==> src/rtl/muldiv_pkg.sv <==
// muldiv_pkg: shared op codes, FSM states and sizing for the multiply/divide sequencer
package muldiv_pkg;
    localparam int MD_WIDTH = 32;
    localparam int MD_ITERS = MD_WIDTH;
    localparam logic [1:0] MD_MUL   = 2'b00;
    localparam logic [1:0] MD_UMULL = 2'b01;
    localparam logic [1:0] MD_SMULL = 2'b10;
    localparam logic [1:0] MD_DIV   = 2'b11;
    typedef enum logic [2:0] {S_IDLE, S_CALC, S_FIX, S_WB_LO, S_WB_HI} state_t;
    function automatic logic is_long(input logic [1:0] op);
        return op == MD_UMULL || op == MD_SMULL;
    endfunction
endpackage

==> src/rtl/muldiv_step.sv <==
// muldiv_step: one shift-add multiply or restoring-divide iteration on P = {hi/rem, lo/quot}
module muldiv_step
    import muldiv_pkg::*;
#(
    parameter int WIDTH = MD_WIDTH
) (
    input  logic [1:0]         i_op,
    input  logic [2*WIDTH-1:0] i_p,
    input  logic [WIDTH-1:0]   i_opnd,
    output logic [2*WIDTH-1:0] o_p
);
    logic [WIDTH:0] w_sum;
    logic [WIDTH:0] w_rem_sh;
    logic [WIDTH:0] w_trial;
    always_comb begin
        w_sum    = {1'b0, i_p[2*WIDTH-1:WIDTH]} + (i_p[0] ? {1'b0, i_opnd} : '0);
        w_rem_sh = i_p[2*WIDTH-1:WIDTH-1];
        // rem < divisor always holds, so bit WIDTH of the difference is the borrow
        w_trial  = w_rem_sh - {1'b0, i_opnd};
        o_p = i_op != MD_DIV ? {w_sum, i_p[WIDTH-1:1]}
            : {w_trial[WIDTH] ? w_rem_sh[WIDTH-1:0] : w_trial[WIDTH-1:0], i_p[WIDTH-2:0], ~w_trial[WIDTH]};
    end
endmodule

==> src/rtl/muldiv_seq.sv <==
// muldiv_seq: iterative MUL/UMULL/SMULL/DIV sequencer; stalls the core via busy and
// hands back one or two result words through the writeback states.
module muldiv_seq
    import muldiv_pkg::*;
#(
    parameter int WIDTH = MD_ITERS
) (
    input  logic             clk,
    input  logic             reset,
    input  logic             start,
    input  logic [1:0]       op,
    input  logic [WIDTH-1:0] a,
    input  logic [WIDTH-1:0] b,
    output logic             busy,
    output logic             res_valid,
    output logic             res_hi,
    output logic [WIDTH-1:0] result,
    output logic             div_zero
);
    localparam int CW = $clog2(WIDTH);
    state_t             r_state;
    logic [1:0]         r_op;
    logic               r_neg;
    logic               r_div_zero;
    logic [CW-1:0]      r_cnt;
    logic [WIDTH-1:0]   r_opnd;
    logic [2*WIDTH-1:0] r_p;
    logic [2*WIDTH-1:0] w_p_next;
    logic [WIDTH-1:0]   w_abs_a;
    logic [WIDTH-1:0]   w_abs_b;
    logic               w_dz;
    assign w_abs_a = op == MD_SMULL && a[WIDTH-1] ? -a : a;
    assign w_abs_b = op == MD_SMULL && b[WIDTH-1] ? -b : b;
    assign w_dz    = op == MD_DIV && b == '0;
    muldiv_step #(.WIDTH(WIDTH)) u_step (
        .i_op   (r_op),
        .i_p    (r_p),
        .i_opnd (r_opnd),
        .o_p    (w_p_next)
    );
    // Multiplies keep the multiplier in P's low half; DIV keeps the dividend there
    always_ff @(posedge clk) begin
        if (!reset) begin
            r_state    <= S_IDLE;
            r_op       <= MD_MUL;
            r_neg      <= 1'b0;
            r_div_zero <= 1'b0;
            r_cnt      <= '0;
            r_opnd     <= '0;
            r_p        <= '0;
        end else begin
            case (r_state)
                S_IDLE: if (start) begin
                    r_op       <= op;
                    r_neg      <= op == MD_SMULL && (a[WIDTH-1] ^ b[WIDTH-1]);
                    r_div_zero <= w_dz;
                    r_cnt      <= CW'(WIDTH - 1);
                    r_opnd     <= op == MD_DIV ? b : w_abs_a;
                    r_p        <= {{WIDTH{1'b0}}, w_dz ? {WIDTH{1'b1}} : op == MD_DIV ? a : w_abs_b};
                    r_state    <= w_dz ? S_WB_LO : S_CALC;
                end
                S_CALC: begin
                    r_p     <= w_p_next;
                    r_cnt   <= r_cnt - 1'b1;
                    r_state <= r_cnt == '0 ? S_FIX : S_CALC;
                end
                S_FIX: begin
                    r_p     <= r_op == MD_SMULL && r_neg ? -r_p : r_p;
                    r_state <= S_WB_LO;
                end
                S_WB_LO: r_state <= is_long(r_op) ? S_WB_HI : S_IDLE;
                default: r_state <= S_IDLE;
            endcase
        end
    end
    assign busy      = r_state != S_IDLE;
    assign res_valid = r_state == S_WB_LO || r_state == S_WB_HI;
    assign res_hi    = r_state == S_WB_HI;
    assign result    = r_state == S_WB_LO ? r_p[WIDTH-1:0] : r_state == S_WB_HI ? r_p[2*WIDTH-1:WIDTH] : '0;
    assign div_zero  = r_div_zero;
endmodule

==> config.mk <==
export PLATFORM = sky130hd
export DESIGN_NAME = muldiv_seq
export DESIGN_NICKNAME = d
export VERILOG_FILES = /design/src/rtl/muldiv_pkg.sv /design/src/rtl/muldiv_step.sv /design/src/rtl/muldiv_seq.sv
export SDC_FILE = /design/constraint.sdc
export NUM_CORES = 1
export LEC_CHECK = 0
export CAP_MARGIN = 20
export CORE_MARGIN = 2
export CORE_UTILIZATION = 45
export DETAILED_ROUTE_END_ITERATION = 10
export SETUP_SLACK_MARGIN = 0.3
export SLEW_MARGIN = 20
export SYNTH_ARGS = -nofsm -noshare
export SYNTH_HDL_FRONTEND = slang
export SYNTH_SLANG_ARGS = --single-unit
==> constraint.sdc <==
create_clock -name clk -period 4 [get_ports clk]
set_input_delay 0.8 -clock clk [delete_from_list [all_inputs] [get_ports clk]]
set_output_delay 0.8 -clock clk [all_outputs]
set_load 0.01 [all_outputs]
Word-level counts from Yosys, hierarchy flattened
Cells that the tools add are included.

cells by class
  $add $sub $neg = 6
  multiply operators = 0
  div/mod/pow operators = 0
  $lt $le $gt $ge = 0
  equality and inequality tests = 11
  shift operators = 0
  muxes and demuxes = 20
  bitwise operators = 2
  reductions and logical operators = 16

operators by type and width
  cell                   number
  $mux W32               9
  $mux W64               3
  $pmux W64 S3           1
  $neg A32 Y32           2
  $neg A64 Y64           1
  $add A32 B33 Y33       1
  $sub A33 B32 Y33       1
  $logic_not A32 Y1      1
  $pmux W3 S4            1
  $pmux W5 S2            1
  $eq A2 B2 Y1 const B   3
  $eq A3 B2 Y1 const B   2
  $mux W3                2
  $ne A2 B2 Y1 const B   3
  $reduce_bool A3 Y1     2
  $logic_and A1 B1 Y1    5
  $logic_not A5 Y1       1
  $mux W5                1
  $sub A5 B1 Y5 const B  1
  $mux W2                2
  $reduce_and A2 Y1      2
  $eq A3 B1 Y1 const B   1
  $eq A3 B3 Y1 const B   1
  $logic_not A3 Y1       1
  other kinds (6)        7

storage, ports and cells
  flip-flop bits (word level) = 108
  bits in latches = 0
  RAM bits = 0
  memory bits (read-only) = 0
  input bits = 69
  output and inout port bits = 36
  word-level logic and storage cells = 62
  memories = 0

Logic depth before layout (Yosys ltp)
Gate-level depths: netlist of the first run.

  depth after elaboration = 7
  mapped depth = 15
  gate-level depth less buffers = 13

Modules after synthesis
From an unflattened synthesis of the first run, not the netlist that was laid out.

unflattened totals
  cell total of the unflattened synthesis = 1857
  area total of the unflattened synthesis = 12986.2 µm²

modules (own cells, without submodules)
  module       times used  cells an instance  area an instance (µm²)  sequential area each (µm²)
  muldiv_seq   1           1104               8214.1                  2162.1
  muldiv_step  1           753                4772.1                  0.0

Worst setup path before layout of the first run
OpenSTA, ideal clock, no wires.

  path kind = register to register
  from = register r_p[0]
  to = register r_p[61]
  setup time = 0.131 ns
  arrival time = 3.348 ns
  required time = 3.869 ns
  setup slack = 0.521 ns
  cell stages (with the launch flop) = 14
  buffers on the path = 1
  period minus slack after synthesis = 3.479 ns
  path through = dfxtp_1 -> inv_1 -> clkbuf_1 -> nor2_1 -> fa_1 -> a211oi_1 -> o211ai_1 -> nand4_1 -> nand2_1 -> a311oi_1 -> o21ai_0 -> a2111oi_0 -> nand3b_1 -> o22ai_1

on the way
  longest elaborated chain between the ends = 4
  elaborated cells between the ends (all ways) = 6
  those cells by class = 2 x add/sub; 4 x mux

ends and longest elaborated chain
  what                    RTL line           text
  from (decl)             muldiv_seq.sv:27   logic [2*WIDTH-1:0] r_p;
  from (signal assigned)  muldiv_seq.sv:59   r_p <= {{WIDTH{1'b0}}, w_dz ? {WIDTH{1'b1}} : op == MD_DIV ? a : w_abs_b};
  from (signal assigned)  muldiv_seq.sv:63   r_p <= w_p_next;
  from (signal assigned)  muldiv_seq.sv:68   r_p <= r_op == MD_SMULL && r_neg ? -r_p : r_p;
  $mux W32                muldiv_step.sv:16  w_sum = {1'b0, i_p[2*WIDTH-1:WIDTH]} + (i_p[0] ? {1'b0, i_opnd} : '0);
  $add A32 B33 Y33        muldiv_step.sv:16
  $mux W64                muldiv_step.sv:20  o_p = i_op != MD_DIV ? {w_sum, i_p[WIDTH-1:1]}
  $pmux W64 S3 *          muldiv_seq.sv:52   case (r_state)

Mark *: on every way between the ends. The rest lies on a longest branch, timed or not. The select of a mux whose other input is x is not followed.
A chain may end at the register's enable or synchronous reset.

Final worst setup path of the first run
  from = input port b[6]
  to = register r_p[31]

on the way
  longest elaborated chain between the ends = 6
  elaborated cells between the ends (all ways) = 8
  those cells by class = 1 x add/sub; 5 x mux; 2 x reduce/logical

ends and longest elaborated chain
  what            RTL line          text
  from (decl)     muldiv_seq.sv:13  input logic [WIDTH-1:0] b,
  $neg A32 Y32    muldiv_seq.sv:33  assign w_abs_b = op == MD_SMULL && b[WIDTH-1] ? -b : b;
  $mux W32        muldiv_seq.sv:33
  $mux W32        muldiv_seq.sv:59
  $mux W32 *      muldiv_seq.sv:59
  $mux W64 *      muldiv_seq.sv:53  S_IDLE: if (start) begin
  $pmux W64 S3 *  muldiv_seq.sv:52

Marks and branches as above.

==> results.sh, run 1 <==
export IMPL_status="finished, final reports clean"
export IMPL_cts_hold_buf=0
export IMPL_p_leak_nw=5.82
export IMPL_vias_per_cell=6.29
export IMPL_grt_overflow_total=0
export IMPL_cap_viol_max_count=0
export IMPL_layout_nets=2057
export IMPL_drt_initial_drc_count=1202
export IMPL_clkSinkCount=108
export IMPL_hold_worst_slack_ps=470
export IMPL_clk_latency_ps=370
export IMPL_grt_pass1_vias=13200
export IMPL_setup_slack_ps=464
export IMPL_post_place_ws_ps=71.1
export IMPL_crit_path_start_kind="input pin"
export IMPL_post_route_min_period_ps=3540
export IMPL_ys_types=81
export IMPL_die_width_um=172
export IMPL_hold_viol=0
export IMPL_critPathRequiredTime_ps=4290
export IMPL_tightest_slew_ps=939
export IMPL_synth_cells=1830
export IMPL_crit_chain="clkdlybuf4s50_1 > or4_1 > or4b_2 > nor3b_2 > buf_4 > nand3_1 > o31ai_2 > a221oi_2 > o221ai_1 > a31oi_1 > a211oi_1"
export IMPL_finClkSkew_ps=12.9
export IMPL_final_cells=2299
export IMPL_ys_flop_type="dfxtp_1"
export IMPL_busiest_layer="met2"
export IMPL_criticalPathCategory="input pin to flip-flop"
export IMPL_asyncSetResetFlopFracSynth_pct=0
export IMPL_drv_slew=0
export IMPL_synth_area_um2=12600
export IMPL_design_area_um2=14900
export IMPL_fp_dieH_um=172
export IMPL_avgSynthCellArea_um2=6.90
export IMPL_reg2reg_setup_slack_ps=460
export IMPL_slew_headroom_pct=37.2
export IMPL_use_met1_pct=45.0
export IMPL_powerDensity_nw_per_um2=326
export IMPL_critPathMaxStageDelay_ps=700
export IMPL_grt_pass1_wl_um=76700
export IMPL_end_kind="flip-flop"
export IMPL_fillers=2805
export IMPL_hpwl_um=38700
export IMPL_rows=61
export IMPL_layout_commonest_cell="nor2_1"
export IMPL_setup_violations=0
export IMPL_clockBufferDepth=2
export IMPL_grt_util_met2_pct=55.1
export IMPL_synth_net_count=1971
export IMPL_cpMaxStageDelayCell="or4b_2"
export IMPL_start_util_pct=45.6
export IMPL_ir_worst_vdd_uv=213
export IMPL_hold_path_class="flip-flop to flip-flop"
export IMPL_cp_arrival_ps=3820
export IMPL_drtPass1Iterations=6
export IMPL_ys_seq_area_share_pct=17.1
export IMPL_placedInstanceArea_um2=14500
export IMPL_grt_met3_usage_pct=3.93
export IMPL_wl_per_cell_um=21.7
export IMPL_wirelength_um=49900
export IMPL_synth_seq_cells=108
export IMPL_yosysWarnings=0
export IMPL_grt_max_degree=88
export IMPL_drc=0
export IMPL_numCtsBuffers=9
export IMPL_drtAntennaViolNets=0
export IMPL_max_freq_ghz=0.283
export IMPL_pin_count=105
export IMPL_dpl_cell_count=2282
export IMPL_cts_root_buf="clkbuf_16"
export IMPL_num_vias=14500
export IMPL_clk_pin_slew_worst_paths_ps=80
export IMPL_cts_tree="yes"
export IMPL_place_port_buffers=104
export IMPL_min_period_over_period_pct=88.4
export IMPL_layout_common_cells="248 x nor2_1, 203 x a21oi_1, 157 x o21ai_0"
export IMPL_dieArea_um2=29400
export IMPL_track_usage_pct=33.5
export IMPL_n_antenna_cell=0
export IMPL_crit_fanout=7
export IMPL_setup_tns_final_ps=0
export IMPL_placeableCoreArea_um2=27700
export IMPL_htreeDepth=3
export IMPL_drive_gt1_share_pct=8.85
export IMPL_area_delta_synth_final_pct=17.7
export IMPL_gp_congestion=0.962
export IMPL_grt_setup_unrepaired="yes"
export IMPL_antenna_found_initial=0
export IMPL_synth_edf_count=0
routing by layer:
metal  part of all wire, %  wire length [µm]
met5                     0                 0
met1                    44             21700
met2                    46             22900
met4                   3.5              1740
met3                   7.1              3530
sequential cells by signal, summed over array words and instances, names as in the netlist:
| register | count |
|---|---|
| r_opnd | 32 |
| r_neg | 1 |
| r_op | 2 |
| r_cnt | 5 |
| div_zero | 1 |
| r_p | 64 |
| r_state | 3 |
path summary, 6_finish.rpt:
check | startpoint | to | depth (start not counted)
setup / recovery | b[6] | r_p[31] | 11
hold / removal | r_opnd[1] | r_opnd[1] | 2
setup reg to reg | r_p[31] | r_p[34] | 15
hold reg to reg | r_opnd[1] | r_opnd[1] | 2
cells by family (layout without fill, tap and decap cells):
kind of cell    count (synthesis)  in the layout  synth area share (%)
compound gates                684            684                  34.5
simple gates                  597            597                  22.5
buf+inv                       192            283                  5.86
xor+xnor                      136            136                  9.43
flops                         108            108                  17.1
fa+ha+maj                      72             72                  7.25
mux                            41             41                  3.35
report_power, final:
part | leakage, nW | switching (mW) | internal [mW]
Combinational | 4.79 | 1.54 | 0.999
Clock | 0.142 | 0.473 | 0.453
Sequential | 0.888 | 0.177 | 1.20
Total | 5.82 | 2.19 | 2.66
worst max-delay path, delay by kind of cell:
family / cells / cell delay [ps]
AO/OA/AOI/OAI: 5 / 820
AND/OR/NAND/NOR: 4 / 1590
buffers and inverters: 2 / 600
synth_stat cells, types with 37 or more instances:
master    count  share of area, %
a22o_1       40               2.8
nor3_1       54               2.1
clkbuf_1    121               3.6
a211oi_1     49               2.9
xnor2_1      81               5.6
o21ai_0     157               6.2
a21oi_1     204               8.1
a21o_1       37               2.2
nand2_1     121               3.6
dfxtp_1     108                17
inv_1        61               1.8
ha_1         70               6.9
nor2_1      248               7.4
xor2_1       55               3.8
final cells by class:
cell class                      instances  area, µm²  area share [%]
Timing Repair Buffer                  206       1870            12.6
Tap cell                              378        473            3.18
Clock inverter                          6       53.8           0.362
Multi-Input combinational cell       1530       9840            66.2
Sequential cell                       108       2160            14.5
Inverter                               61        233            1.57
Clock buffer                           10        239            1.61
timing repair:
| action | 4_1_cts | 5_1_grt |
|---|---|---|
| setup endpoints to repair | 7 | 28 |
| setup buffers | 1 | 0 |
| resized for setup | 4 | 12 |
| pin swaps | 0 | 1 |
per-stage QoR:
step / total power [mW] / utilization [%]
CTS: 4.79 / 53.5
finish: 4.85 / 53.7
detailed placement: 3.85 / 52.3
floorplan: 2.96 / -
global placement: 3.84 / 52.3
global route: 5.14 / 53.7
No activity file was read; power rests on OpenSTA's default activity.
==> run 2: changes to the inputs <==
- CORE_UTILIZATION: 45 -> 40
==> run 2 against run 1 <==
Clock power rose by 3.6%. Die area rose by 12%. Cell count rose by 1.3%. Global-route usage fell by 3.0 points. Core utilization fell by 6.0 points. Sequential share of layout area fell by 0.066 points. Critical path depth rose by 3. Routed wire length rose by 3.4%. Sequential power barely moved. Fmax fell by 0.94%. Clock skew rose by 5.3 ps. Sequential cell count did not move. Highest routed layer unchanged.
==> results.sh, run 2 (synthesis results as in run 1) <==
export IMPL_r2r_end="r_p[35]"
export IMPL_crit_fanout=18
export IMPL_cpMaxStageDelayCell="fa_1"
export IMPL_wirelength_um=51600
export IMPL_layout_nets=2061
export IMPL_top_regs="r_p: 64 flops, r_opnd: 32 flops, r_cnt: 5 flops"
export IMPL_status="finished, final reports clean"
export IMPL_hpwl_um=40000
export IMPL_numCtsBuffers=9
export IMPL_grt_pass1_vias=13400
export IMPL_vias_per_cell=6.30
export IMPL_r2r_start="r_p[31]"
export IMPL_hold_viol=0
export IMPL_drtPass1Iterations=5
export IMPL_combPwrFrac_pct=52.7
export IMPL_p_sw_mw=2.25
export IMPL_hold_worst_slack_ps=458
export IMPL_cts_setup_buffers=0
export IMPL_place_port_buffers=104
export IMPL_critPathMaxStageDelay_ps=450
export IMPL_grt_overflow_total=0
export IMPL_cp_arrival_ps=3820
export IMPL_power_frac_clock_pct=19.6
export IMPL_num_vias=14700
export IMPL_largest_reg_flops=64
export IMPL_hold_start="r_opnd[1]"
export IMPL_wl_per_cell_um=22.2
export IMPL_cts_root_buf="clkbuf_16"
export IMPL_registers_top_by_ff_count="r_p"
export IMPL_layout_commonest_cell="nor2_1"
export IMPL_p_leak_nw=5.84
export IMPL_p_total_mw=4.89
export IMPL_grt_met3_usage_pct=3.45
export IMPL_dieArea_um2=33000
export IMPL_setup_violations=0
export IMPL_drc=0
export IMPL_clkSinkCount=108
export IMPL_finClkSkew_ps=18.2
export IMPL_internal_power_mw=2.64
export IMPL_post_route_min_period_ps=3570
export IMPL_crit_chain="inv_1 > ha_1 > inv_1 > fa_1 > a211oi_2 > o211ai_1 > and3_1 > o311ai_1 > a21oi_2 > a211o_1 > buf_12 > mux2_2 > a211oi_1 > nor2_1"
export IMPL_setup_tns_final_ps=0
export IMPL_clockBufferDepth=2
export IMPL_cts_tree="yes"
export IMPL_grt_max_degree=64
export IMPL_ff2ff_path_depth=14
export IMPL_fp_dieH_um=182
export IMPL_hold_path_class="flip-flop to flip-flop"
export IMPL_placeableCoreArea_um2=31300
export IMPL_grt_pass1_wl_um=79100
export IMPL_powerDensity_nw_per_um2=327
export IMPL_max_freq_ghz=0.280
export IMPL_area_delta_synth_final_pct=18.2
export IMPL_use_met1_pct=40.9
export IMPL_seqPwrFrac_pct=27.7
export IMPL_start_util_pct=40.3
export IMPL_crit_path_start_kind="flip-flop"
export IMPL_track_usage_pct=30.5
export IMPL_critPathRequiredTime_ps=4250
export IMPL_slew_headroom_pct=35.9
export IMPL_min_period_over_period_pct=89.2
export IMPL_clk_pin_slew_worst_paths_ps=80
export IMPL_drt_initial_drc_count=1473
export IMPL_final_util_pct=47.7
export IMPL_drtAntennaViolNets=0
export IMPL_cpLargestDelayFamily="compound AO/OA/AOI/OAI gates"
export IMPL_rows=65
export IMPL_switching_share_pct=46.0
export IMPL_busiest_layer="met2"
export IMPL_layout_common_cells="248 x nor2_1, 202 x a21oi_1, 157 x o21ai_0"
export IMPL_fillers=3152
export IMPL_criticalPathCategory="flip-flop to flip-flop"
export IMPL_worst_path_buf_inv=3
export IMPL_pin_count=105
export IMPL_die_width_um=182
export IMPL_ir_worst_vdd_uv=194
export IMPL_whs_path_depth=2
export IMPL_cap_viol_max_count=0
export IMPL_cts_hold_buf=0
export IMPL_drive_gt1_share_pct=8.94
export IMPL_gp_congestion=0.977
export IMPL_drv_slew=0
export IMPL_min_to="r_opnd[1]"
export IMPL_antenna_found_initial=1
export IMPL_grt_util_met2_pct=49.8
export IMPL_tightest_slew_ps=958
export IMPL_htreeDepth=3
export IMPL_reg2reg_setup_slack_ps=430
export IMPL_cpMostUsedCell="inv_1"
export IMPL_grt_setup_unrepaired="yes"
export IMPL_end_kind="flip-flop"
export IMPL_clk_latency_ps=370
run 2: how the worst max path moves through the flow:
stage	to	depth (start not counted)	startpoint	slack (ps)
after detailed placement	r_p[31]	11	b[6]	80
final	r_p[35]	14	r_p[31]	430
after CTS	r_p[61]	14	r_p[0]	360
after floorplan	r_p[61]	13	r_p[0]	520
after global routing	r_p[63]	14	r_p[31]	260
after global placement	r_p[31]	11	b[6]	140
run 2: layer usage:
metal | up-vias | part of all wire (%)
li1 | 6943 | -
met1 | 6918 | 43
met2 | 697 | 45
met3 | 99 | 6.9
met4 | 0 | 4.4
met5 | - | 0
run 2: through the flow:
step / instance area, µm² / std cells / setup WS [ps]
floorplan: 12600 / 1830 / 521
global placement: 14600 / 2311 / 143
CTS: 14900 / 2327 / 356
finish: 14900 / 2328 / 430
detailed placement: 14600 / 2311 / 81.7
global route: 14900 / 2328 / 256
run 2: power groups by stage:
stage / clock, mW / sequential, mW / combinational (mW)
floorplan: 0 / 1.31 / 1.65
global route: 1.02 / 1.37 / 2.79
detailed placement: 0 / 1.37 / 2.49
CTS: 0.972 / 1.34 / 2.51
global placement: 0 / 1.37 / 2.49
finish: 0.960 / 1.35 / 2.57
run 2: layout make-up:
| class | instances | area [µm²] | share of cell area, % |
|---|---|---|---|
| clock buffer | 9 | 225 | 1.51 |
| clock inverter | 7 | 78.8 | 0.528 |
| tap | 402 | 503 | 3.37 |
| multi-input combinational | 1530 | 9830 | 65.8 |
| inverter | 61 | 229 | 1.53 |
| sequential | 108 | 2160 | 14.5 |
| antenna | 1 | 2.50 | 0.0168 |
| timing repair buffer | 210 | 1900 | 12.7 |
run 2: repair_timing:
action	CTS	global route
endpoints found under the hold margin	0	0
gates resized for setup	0	12
endpoints found under the setup margin	0	28
run 2: worst min-delay path, delay by kind of cell, from the launching register on:
| family | cells | cell delay (ps) |
|---|---|---|
| AO/OA/AOI/OAI | 1 | 50 |
| AND/OR/NAND/NOR | 1 | 50 |
| flip-flops | 1 | 310 |
